<file path="src/rtl/mem_arbiter_pkg.sv">
// ---------------------------------------------------------------------------
// mem_arbiter_pkg: shared types and defaults for the RAM port arbiter
// Rev 1.0
// ---------------------------------------------------------------------------
`default_nettype none

package mem_arbiter_pkg;

  typedef enum logic [1:0] {
    FREE   = 2'd0,
    BUSY   = 2'd1,
    ACCESS = 2'd2,
    ERROR  = 2'd3
  } ramstate_t;

  typedef logic [1:0] arb_state_t;

  localparam arb_state_t IDLE  = 2'd0;
  localparam arb_state_t GNT_I = 2'd1;
  localparam arb_state_t GNT_D = 2'd2;
  localparam arb_state_t ERR   = 2'd3;

  localparam int STARVE_MAX_DEF = 4;
  localparam int TIMEOUT_DEF    = 64;

  // Bits needed to hold values 0..maxval.
  function automatic int cnt_w(input int maxval);
    return (maxval < 2) ? 1 : $clog2(maxval + 1);
  endfunction

endpackage

`default_nettype wire

</file>
<file path="src/rtl/mem_arbiter_if.sv">
// ---------------------------------------------------------------------------
// mem_arbiter_if: requester-side and RAM-side signals of the arbiter
// Rev 1.0
// ---------------------------------------------------------------------------
`default_nettype none

interface mem_arbiter_if;
  import mem_arbiter_pkg::*;

  logic        iREN;
  logic [31:0] iaddr;
  logic        iwait;
  logic [31:0] iload;
  logic        dREN;
  logic        dWEN;
  logic [31:0] daddr;
  logic [31:0] dstore;
  logic        dwait;
  logic [31:0] dload;
  logic        ramREN;
  logic        ramWEN;
  logic [31:0] ramaddr;
  logic [31:0] ramstore;
  logic [31:0] ramload;
  ramstate_t   ramstate;
  logic        err;

  // Arbiter side.
  modport slave (
    input  iREN, iaddr, dREN, dWEN, daddr, dstore, ramload, ramstate,
    output iwait, iload, dwait, dload, ramREN, ramWEN, ramaddr, ramstore, err
  );

  // Requesters plus RAM model side.
  modport master (
    output iREN, iaddr, dREN, dWEN, daddr, dstore, ramload, ramstate,
    input  iwait, iload, dwait, dload, ramREN, ramWEN, ramaddr, ramstore, err
  );

endinterface

`default_nettype wire

</file>
<file path="src/rtl/mem_arbiter_priority.sv">
// ---------------------------------------------------------------------------
// mem_arbiter_priority: data-first grant select with starvation override
// Rev 1.0
// ---------------------------------------------------------------------------
`default_nettype none

module mem_arbiter_priority
  import mem_arbiter_pkg::*;
#(
  parameter int STARVE_MAX = STARVE_MAX_DEF,
  parameter int CW         = 3
) (
  input  logic          iren,
  input  logic          dreq,
  input  logic [CW-1:0] starve_cnt,
  output logic          gnt_d,
  output logic          gnt_i
);

  localparam logic [CW-1:0] STARVE_LIM = CW'(STARVE_MAX);

  always_comb begin
    gnt_d = dreq & ((starve_cnt < STARVE_LIM) | ~iren);
    gnt_i = iren & ~gnt_d;
  end

endmodule

`default_nettype wire

</file>
<file path="src/rtl/mem_arbiter.sv">
// ---------------------------------------------------------------------------
// mem_arbiter: shares one RAM port between instruction fetch and data access
// Rev 1.0
// ---------------------------------------------------------------------------
`default_nettype none

module mem_arbiter
  import mem_arbiter_pkg::*;
#(
  parameter int STARVE_MAX = STARVE_MAX_DEF,
  parameter int TIMEOUT    = TIMEOUT_DEF
) (
  input  logic         CLK,
  input  logic         nRST,
  mem_arbiter_if.slave bus
);

  localparam int SW = cnt_w(STARVE_MAX);
  localparam int TW = cnt_w(TIMEOUT - 1);
  localparam logic [SW-1:0] STARVE_LIM = SW'(STARVE_MAX);
  localparam logic [TW-1:0] TMO_LAST   = TW'(TIMEOUT - 1);

  arb_state_t    state;
  logic [SW-1:0] starve_cnt;
  logic [TW-1:0] tmo_cnt;
  logic          dreq;
  logic          access;
  logic          idone;
  logic          ddone;
  logic          owner_en;
  logic          gnt_d;
  logic          gnt_i;

  assign dreq     = bus.dREN | bus.dWEN;
  assign access   = (bus.ramstate == ACCESS);
  assign idone    = (state == GNT_I) & access;
  assign ddone    = (state == GNT_D) & access;
  assign owner_en = (state == GNT_I) ? bus.iREN : dreq;

  assign bus.iwait = bus.iREN & ~idone;
  assign bus.dwait = dreq & ~ddone;
  assign bus.iload = bus.ramload;
  assign bus.dload = bus.ramload;

  mem_arbiter_priority #(
    .STARVE_MAX (STARVE_MAX),
    .CW         (SW)
  ) u_priority (
    .iren       (bus.iREN),
    .dreq       (dreq),
    .starve_cnt (starve_cnt),
    .gnt_d      (gnt_d),
    .gnt_i      (gnt_i)
  );

  always_ff @(posedge CLK, negedge nRST) begin
    if (!nRST) begin
      state        <= IDLE;
      starve_cnt   <= '0;
      tmo_cnt      <= '0;
      bus.ramREN   <= 1'b0;
      bus.ramWEN   <= 1'b0;
      bus.ramaddr  <= '0;
      bus.ramstore <= '0;
      bus.err      <= 1'b0;
    end else begin
      case (state)
        IDLE: begin
          tmo_cnt <= '0;
          if (gnt_d) begin
            // A simultaneous read and write request is served as a write.
            state        <= GNT_D;
            bus.ramWEN   <= bus.dWEN;
            bus.ramREN   <= ~bus.dWEN;
            bus.ramaddr  <= bus.daddr;
            bus.ramstore <= bus.dstore;
            if (!bus.iREN)
              starve_cnt <= '0;
            else if (starve_cnt != STARVE_LIM)
              starve_cnt <= starve_cnt + 1'b1;
          end else if (gnt_i) begin
            state       <= GNT_I;
            bus.ramREN  <= 1'b1;
            bus.ramaddr <= bus.iaddr;
            starve_cnt  <= '0;
          end else begin
            starve_cnt <= '0;
          end
        end
        GNT_I, GNT_D: begin
          if (access || !owner_en) begin
            state      <= IDLE;
            bus.ramREN <= 1'b0;
            bus.ramWEN <= 1'b0;
            tmo_cnt    <= '0;
          end else if (bus.ramstate == ERROR || tmo_cnt == TMO_LAST) begin
            state      <= ERR;
            bus.ramREN <= 1'b0;
            bus.ramWEN <= 1'b0;
            bus.err    <= 1'b1;
            tmo_cnt    <= '0;
          end else begin
            tmo_cnt <= tmo_cnt + 1'b1;
          end
        end
        default: begin
          bus.ramREN <= 1'b0;
          bus.ramWEN <= 1'b0;
          bus.err    <= 1'b1;
        end
      endcase
    end
  end

endmodule

`default_nettype wire

</file>
<file path="src/flat_wrapper.sv">
// flat-port wrapper written by rule: the top's interface ports become plain ports
module mem_arbiter_flat import mem_arbiter_pkg::*;
#(
  parameter int STARVE_MAX = STARVE_MAX_DEF,
  parameter int TIMEOUT    = TIMEOUT_DEF
)
  (CLK, nRST, bus_iREN, bus_iaddr, bus_dREN, bus_dWEN, bus_daddr, bus_dstore, bus_ramload, bus_ramstate, bus_iwait, bus_iload, bus_dwait, bus_dload, bus_ramREN, bus_ramWEN, bus_ramaddr, bus_ramstore, bus_err);
  mem_arbiter_if bus_i ();
  input  logic CLK;
  input  logic nRST;
  input wire logic [$bits(bus_i.iREN)-1:0] bus_iREN;
  input wire logic [$bits(bus_i.iaddr)-1:0] bus_iaddr;
  input wire logic [$bits(bus_i.dREN)-1:0] bus_dREN;
  input wire logic [$bits(bus_i.dWEN)-1:0] bus_dWEN;
  input wire logic [$bits(bus_i.daddr)-1:0] bus_daddr;
  input wire logic [$bits(bus_i.dstore)-1:0] bus_dstore;
  input wire logic [$bits(bus_i.ramload)-1:0] bus_ramload;
  input wire logic [$bits(bus_i.ramstate)-1:0] bus_ramstate;
  output wire logic [$bits(bus_i.iwait)-1:0] bus_iwait;
  output wire logic [$bits(bus_i.iload)-1:0] bus_iload;
  output wire logic [$bits(bus_i.dwait)-1:0] bus_dwait;
  output wire logic [$bits(bus_i.dload)-1:0] bus_dload;
  output wire logic [$bits(bus_i.ramREN)-1:0] bus_ramREN;
  output wire logic [$bits(bus_i.ramWEN)-1:0] bus_ramWEN;
  output wire logic [$bits(bus_i.ramaddr)-1:0] bus_ramaddr;
  output wire logic [$bits(bus_i.ramstore)-1:0] bus_ramstore;
  output wire logic [$bits(bus_i.err)-1:0] bus_err;
  assign bus_i.iREN = bus_iREN;
  assign bus_i.iaddr = bus_iaddr;
  assign bus_i.dREN = bus_dREN;
  assign bus_i.dWEN = bus_dWEN;
  assign bus_i.daddr = bus_daddr;
  assign bus_i.dstore = bus_dstore;
  assign bus_i.ramload = bus_ramload;
  assign bus_i.ramstate = bus_ramstate;
  assign bus_iwait = bus_i.iwait;
  assign bus_iload = bus_i.iload;
  assign bus_dwait = bus_i.dwait;
  assign bus_dload = bus_i.dload;
  assign bus_ramREN = bus_i.ramREN;
  assign bus_ramWEN = bus_i.ramWEN;
  assign bus_ramaddr = bus_i.ramaddr;
  assign bus_ramstore = bus_i.ramstore;
  assign bus_err = bus_i.err;
  mem_arbiter #(.STARVE_MAX(STARVE_MAX), .TIMEOUT(TIMEOUT)) u_core (.CLK(CLK), .nRST(nRST), .bus(bus_i));
endmodule
</file>
<file path="config.mk">
export PLATFORM = sky130hd
export DESIGN_NAME = mem_arbiter_flat
export DESIGN_NICKNAME = d
export VERILOG_FILES = /design/src/rtl/mem_arbiter_pkg.sv /design/src/rtl/mem_arbiter_if.sv /design/src/rtl/mem_arbiter_priority.sv /design/src/rtl/mem_arbiter.sv /design/src/flat_wrapper.sv
export SDC_FILE = /design/constraint.sdc
export NUM_CORES = 1
export LEC_CHECK = 0
export ABC_CLOCK_PERIOD_IN_PS = 4170
export CAP_MARGIN = 0
export CORE_UTILIZATION = 40
export DETAILED_ROUTE_END_ITERATION = 7
export GPL_TIMING_DRIVEN = 0
export PLACE_DENSITY = 0.87
export SLEW_MARGIN = 20
export SYNTH_ARGS = -nofsm -noshare
export SYNTH_HDL_FRONTEND = slang
export SYNTH_SLANG_ARGS = --single-unit
</file>
<file path="constraint.sdc">
create_clock -name CLK -period 4.17 [get_ports CLK]
set_input_delay 0.417 -clock CLK [delete_from_list [all_inputs] [get_ports CLK]]
set_output_delay 0.417 -clock CLK [all_outputs]
set_load 0.005 [all_outputs]
</file>
; After elaboration in Yosys (flattened, before gate mapping)
; Index checks and enable logic that the tools add are counted.
[op_classes]
add_sub_neg = 2
n_mul = 0
div_mod_pow = 0
magnitude_cmp = 1
eq_ne = 12
shift = 0
n_mux = 24
bitwise_logic = 14
reduce_logical = 14
[op_table]
columns = cell, n
row1 = 32-bit two-way mux, 2
row2 = 6-bit two-way mux, 2
row3 = 6-bit one-hot mux with 2 select lines, 1
row4 = 2-bit AND reduction, 5
row5 = 3-bit two-way mux, 3
row6 = 1-bit two-way mux, 8
row7 = 2-bit two-way mux, 4
row8 = 6-bit by 1-bit adder with 6-bit output (second input constant), 1
row9 = 1-bit AND, 6
row10 = 2-bit == test (second input constant), 3
row11 = 6-bit == test (second input constant), 1
row12 = 3-bit by 1-bit != test with 1-bit output (second input constant), 2
row13 = 3-bit != test (second input constant), 2
row14 = 1-bit inverter, 6
row15 = 1-bit one-hot mux with 2 select lines, 3
row16 = 3-bit AND reduction, 2
row17 = 2-bit by 1-bit != test with 1-bit output (second input constant), 2
row18 = 2-bit one-hot mux with 2 select lines, 1
row19 = 2-bit nonzero test, 2
row20 = 3-bit by 1-bit adder with 3-bit output (second input constant), 1
row21 = 3-bit less-than comparator (second input constant), 1
row22 = 2-bit by 1-bit == test with 1-bit output (second input constant), 1
row23 = 2-bit logical NOT, 1
row24 = 1-bit logical OR, 2
row25 = 4 further kinds, 5
[word_totals]
reg_bits = 78
latchBits = 0
ram_bits = 0
rom_bits = 0
inputBits = 135
out_inout_bits = 133
mem_count = 0

; Longest topological paths before layout
[depth]
depth_word = 8
mapped_depth = 7
ltp_nobuf = 6

; Cells and area by module
; From an unflattened synthesis, not the netlist that was laid out.
[hier_totals]
cells_unflattened = 374
hier_area_um2 = 4050.1
[by_module_without_submodules]
columns = mod, instances, cells_each, area_each_um2, seq_area_each_um2
row1 = mem_arbiter, 1, 371, 4031.4, 1951.9
row2 = mem_arbiter_priority, 1, 3, 18.8, 0.0

; Worst setup path after synthesis
; OpenSTA, ideal clock, no wires.
[synth_path]
path_kind = register -> register
start = reg u_core.tmo_cnt[0]
end = reg u_core.bus.ramREN
setup_ns = 0.124
arrival_time_ns = 1.524
setup_slack_ns = 2.522
stages_incl_launch_ff = 6
n_path_buf = 0
synth_period_minus_slack_ns = 1.648
cell_sequence = dfrtp_1 -> ha_1 -> and4_1 -> a211oi_4 -> a211oi_1 -> a211o_1
[synth_between]
elab_chain_len = 4
[synth_rtl]
columns = element, line
row1 = "start, declared", mem_arbiter.sv:25  ; logic [TW-1:0] tmo_cnt;
row2 = "start signal, assigned", mem_arbiter.sv:103  ; tmo_cnt <= tmo_cnt + 1'b1;
row3 = 6-bit == test, mem_arbiter.sv:96  ; end else if (bus.ramstate == ERROR || tmo_cnt == TMO_LAST) begin
row4 = 1-bit logical OR, mem_arbiter.sv:96
row5 = 3-bit by 1-bit != test with 1-bit output (no line), n/a
row6 = 2-bit AND reduction (no line), n/a
row7 = "end signal, assigned", mem_arbiter.sv:74  ; bus.ramREN <= ~bus.dWEN;
row8 = "end, declared", mem_arbiter_if.sv:31  ; output iwait, iload, dwait, dload, ramREN, ramWEN, ramaddr, ramstore, err
; Every way passes these cells.
; A chain may end at the register's enable or synchronous reset.

; Final worst setup path
[layout_path]
start = in bus_iREN
end = out bus_iwait
[layout_between]
elab_chain_len = 1
[layout_rtl]
columns = element, line
row1 = "start, declared", flat_wrapper.sv:11  ; input wire logic [$bits(bus_i.iREN)-1:0] bus_iREN;
row2 = 1-bit AND, mem_arbiter.sv:40  ; assign bus.iwait = bus.iREN & ~idone;
row3 = "end, declared", flat_wrapper.sv:19  ; output wire logic [$bits(bus_i.iwait)-1:0] bus_iwait;
; Every way passes these cells.

==> run metrics <==
Crit-path slowest cell=clkdlybuf4s50_1; number of distinct library cells after synthesis=39; via count=3565; clock latency on the worst-skew pair=0.35 ns; Cell Rows=36; global placer's final weighted congestion=about 0.76; initial DRC count=162; largest net degree at the start of global routing=44; # hold bufs at CTS=0; Tcrit/Tclk final=approximately 53%; Post-synth EDFFs=0; post_cts resized=0; Post-Syn Nets=roughly 510; cell mode on critical path=clkdlybuf4s50_1; asr flop ratio synth=100%; reg2reg start=u_core.tmo_cnt[0]; Final min period=~2.2 ns; Worst IR Drop VDD=roughly 0.00034 V; worst hold path type=in -> async; vias in the first global route=about 3700; crit path from=bus_iREN; initial antenna violation count=0; Mapped Avg Cell Area=between 10 and 15 µm²; Int Pwr=approximately 2.5 mW; Top FF cell, synth=dfrtp_1; GRT overflow=0; share of cells above drive strength 1=between 20% and 30%; Post-Syn Area=4170 µm²; area delta synth->final=65.2%; number of max-cap violations=0; post-synth top area share=~47%; RSZ-0062 raised after global routing=false; number of synthesized register bits=78; core box area=about 10000 µm²; critical path class=in -> out; Comb power frac=about half; Final Net Count=between 700 and 800; die width=~100 µm; I/O Pins=~270; reg-to-reg slack, setup=between 2 and 2.5 ns; Max Freq=454 MHz; Worst EP required=approximately 3.8 ns; post-synthesis sequential area ratio=between 40 and 50%; pwr/cell area=544 nW/µm²; Final ANT Viol Nets=0; synth cell count leaders=dfrtp_1 (78), buf_4 (67), nand2_1 (43); final core utilization=about 69%; detailed placement HPWL=roughly 8800 µm; Clk network pwr share=between 10 and 15%; sw power=between 1 and 1.5 mW; H-Tree Depth=3; Yosys top cell by area=dfrtp_1; Setup crit end kind=output pin; DRC=0; crit path launch type=input port; Worst-path clk slew=around 0.090 ns; sequence of cells on the critical path=clkdlybuf4s50_1, a21boi_0, clkdlybuf4s50_1; CP max stage delay=approximately 0.63 ns; sw frac=32.2%; port bufs=235; most common cell in the synthesized netlist=dfrtp_1; Routed WL=about 11000 µm; drt wl/cell=approximately 15 µm; drt first pass iters=4; CTS tree=done; Initial Utilization=41.8%; setup bufs post-CTS=0; actual slew at the worst max-slew pin=a little under 0.5 ns; Leak Pwr=~3.2 nW; Antenna diodes=0; Worst slew margin=between 60% and 70%; final setup vio count=0; CTS Buf Count=9; first-pass GRT wire length=18100 µm; die height=104 µm; GRT Total Usage=a little over a fifth; clk_skew=between 0.01 and 0.015 ns; Hold Vio Cnt, Final=0; status=completed; cell count after synthesis=roughly 370; Fill cells=between 700 and 800; Yosys warnings=0; via density per instance=roughly 4.7; sequential share of power=between 30% and 40%; die footprint=around 11000 µm²; CTS root buffer=clkbuf_8; reg2reg end=u_core.tmo_cnt[2]; CTS max path bufs=2; CP arrival=1.79 ns; clock sink total=78; Power, Total=around 3.7 mW; largest cells by area after synthesis=dfrtp_1 (47%), buf_4 (12%), mux2_4 (11%); Critical Path Fanout Max=7; R2R cell count=5; Max Slew Vio Count=0
==> state kept, by name, summed over array words and instances, names as in the netlist <==
| register | count |
|---|---|
| u_core.bus.ramaddr | 32 |
| u_core.bus.ramstore | 32 |
| u_core.tmo_cnt | 6 |
| u_core.starve_cnt | 3 |
| u_core.state | 2 |
| u_core.bus.err | 1 |
| u_core.bus.ramREN | 1 |
| u_core.bus.ramWEN | 1 |
==> stage by stage <==
stage               cell area, µm²  std cells  TNS (ns)  worst slack [ns]  hold slack [ns]
floorplan                     4170        371         0              2.52            0.121
detailed placement            6700        740         0              1.81            0.412
finish                        6880        756         0              1.97           0.0106
global placement              6680        739    -0.368          -0.00857            0.461
global route                  6880        756         0              1.88           0.0411
CTS                           6880        756         0              1.96           0.0204
==> power by group through the flow <==
stage	registers [mW]	clock network (mW)	logic, mW
after floorplan	1.32	0	0.889
after global placement	1.29	0	1.88
after detailed placement	1.31	0	1.94
after CTS	1.30	0.535	1.95
after global routing	1.35	0.570	2.08
final	1.30	0.520	1.92
==> cells in the final DEF (no fill, tap or decap), drive strengths merged, types with 5 or more instances in the layout <==
cell type	synthesis	routed
mux2i	33	33
clkdlybuf4s50	0	234
nor3	5	5
nor2	6	6
inv	7	10
nand3	8	8
mux2	33	33
dfrtp	78	78
nand2	44	44
ha	7	7
nor2b	5	5
buf	72	74
o21ai	37	37
a21oi	5	5
clkbuf	8	17
==> worst max-delay path, delay by kind of cell <==
family                 cells  cell delay [ns]
AO/OA/AOI/OAI              1             0.21
buffers and inverters      2             1.16
==> final cells by class <==
class | instances | area (µm²) | area share [%]
well taps | 133 | 166 | 2.42
clock inverters | 7 | 55.1 | 0.800
flip-flops and latches | 78 | 1950 | 28.4
multi-input cells | 206 | 1600 | 23.3
repair buffers | 236 | 2370 | 34.4
inverters | 7 | 26.3 | 0.382
plain buffers | 80 | 583 | 8.47
clock buffers | 9 | 124 | 1.80
==> how the worst max path moves through the flow <==
| stage | slack, ns | endpoint |
|---|---|---|
| floorplan | 2.52 | u_core.bus.ramREN |
| global placement | -0.009 | u_core.bus.ramstore[20] |
| detailed placement | 1.81 | u_core.bus.ramaddr[4] |
| CTS | 1.96 | bus_iwait |
| global route | 1.88 | bus_iwait |
| finish | 1.97 | bus_iwait |
==> per-layer routing <==
metal	GRT usage (%)	share of wire (%)	wire length, µm
met5	0	0	0
met4	6.63	2.1	235
met3	6.83	8.1	909
met2	37.3	51	5720
met1	23.3	39	4360
==> cell families (layout without fill, tap and decap cells) <==
logic type      Yosys count  in the layout  synth area share (%)
flops                    78             78                  46.9
mux                      66             66                  19.6
compound gates           57             57                  8.50
fa+ha+maj                 7              7                  2.10
buf+inv                  87            339                  14.6
simple gates             76             76                  8.35
No activity file was read; power rests on OpenSTA's default activity.
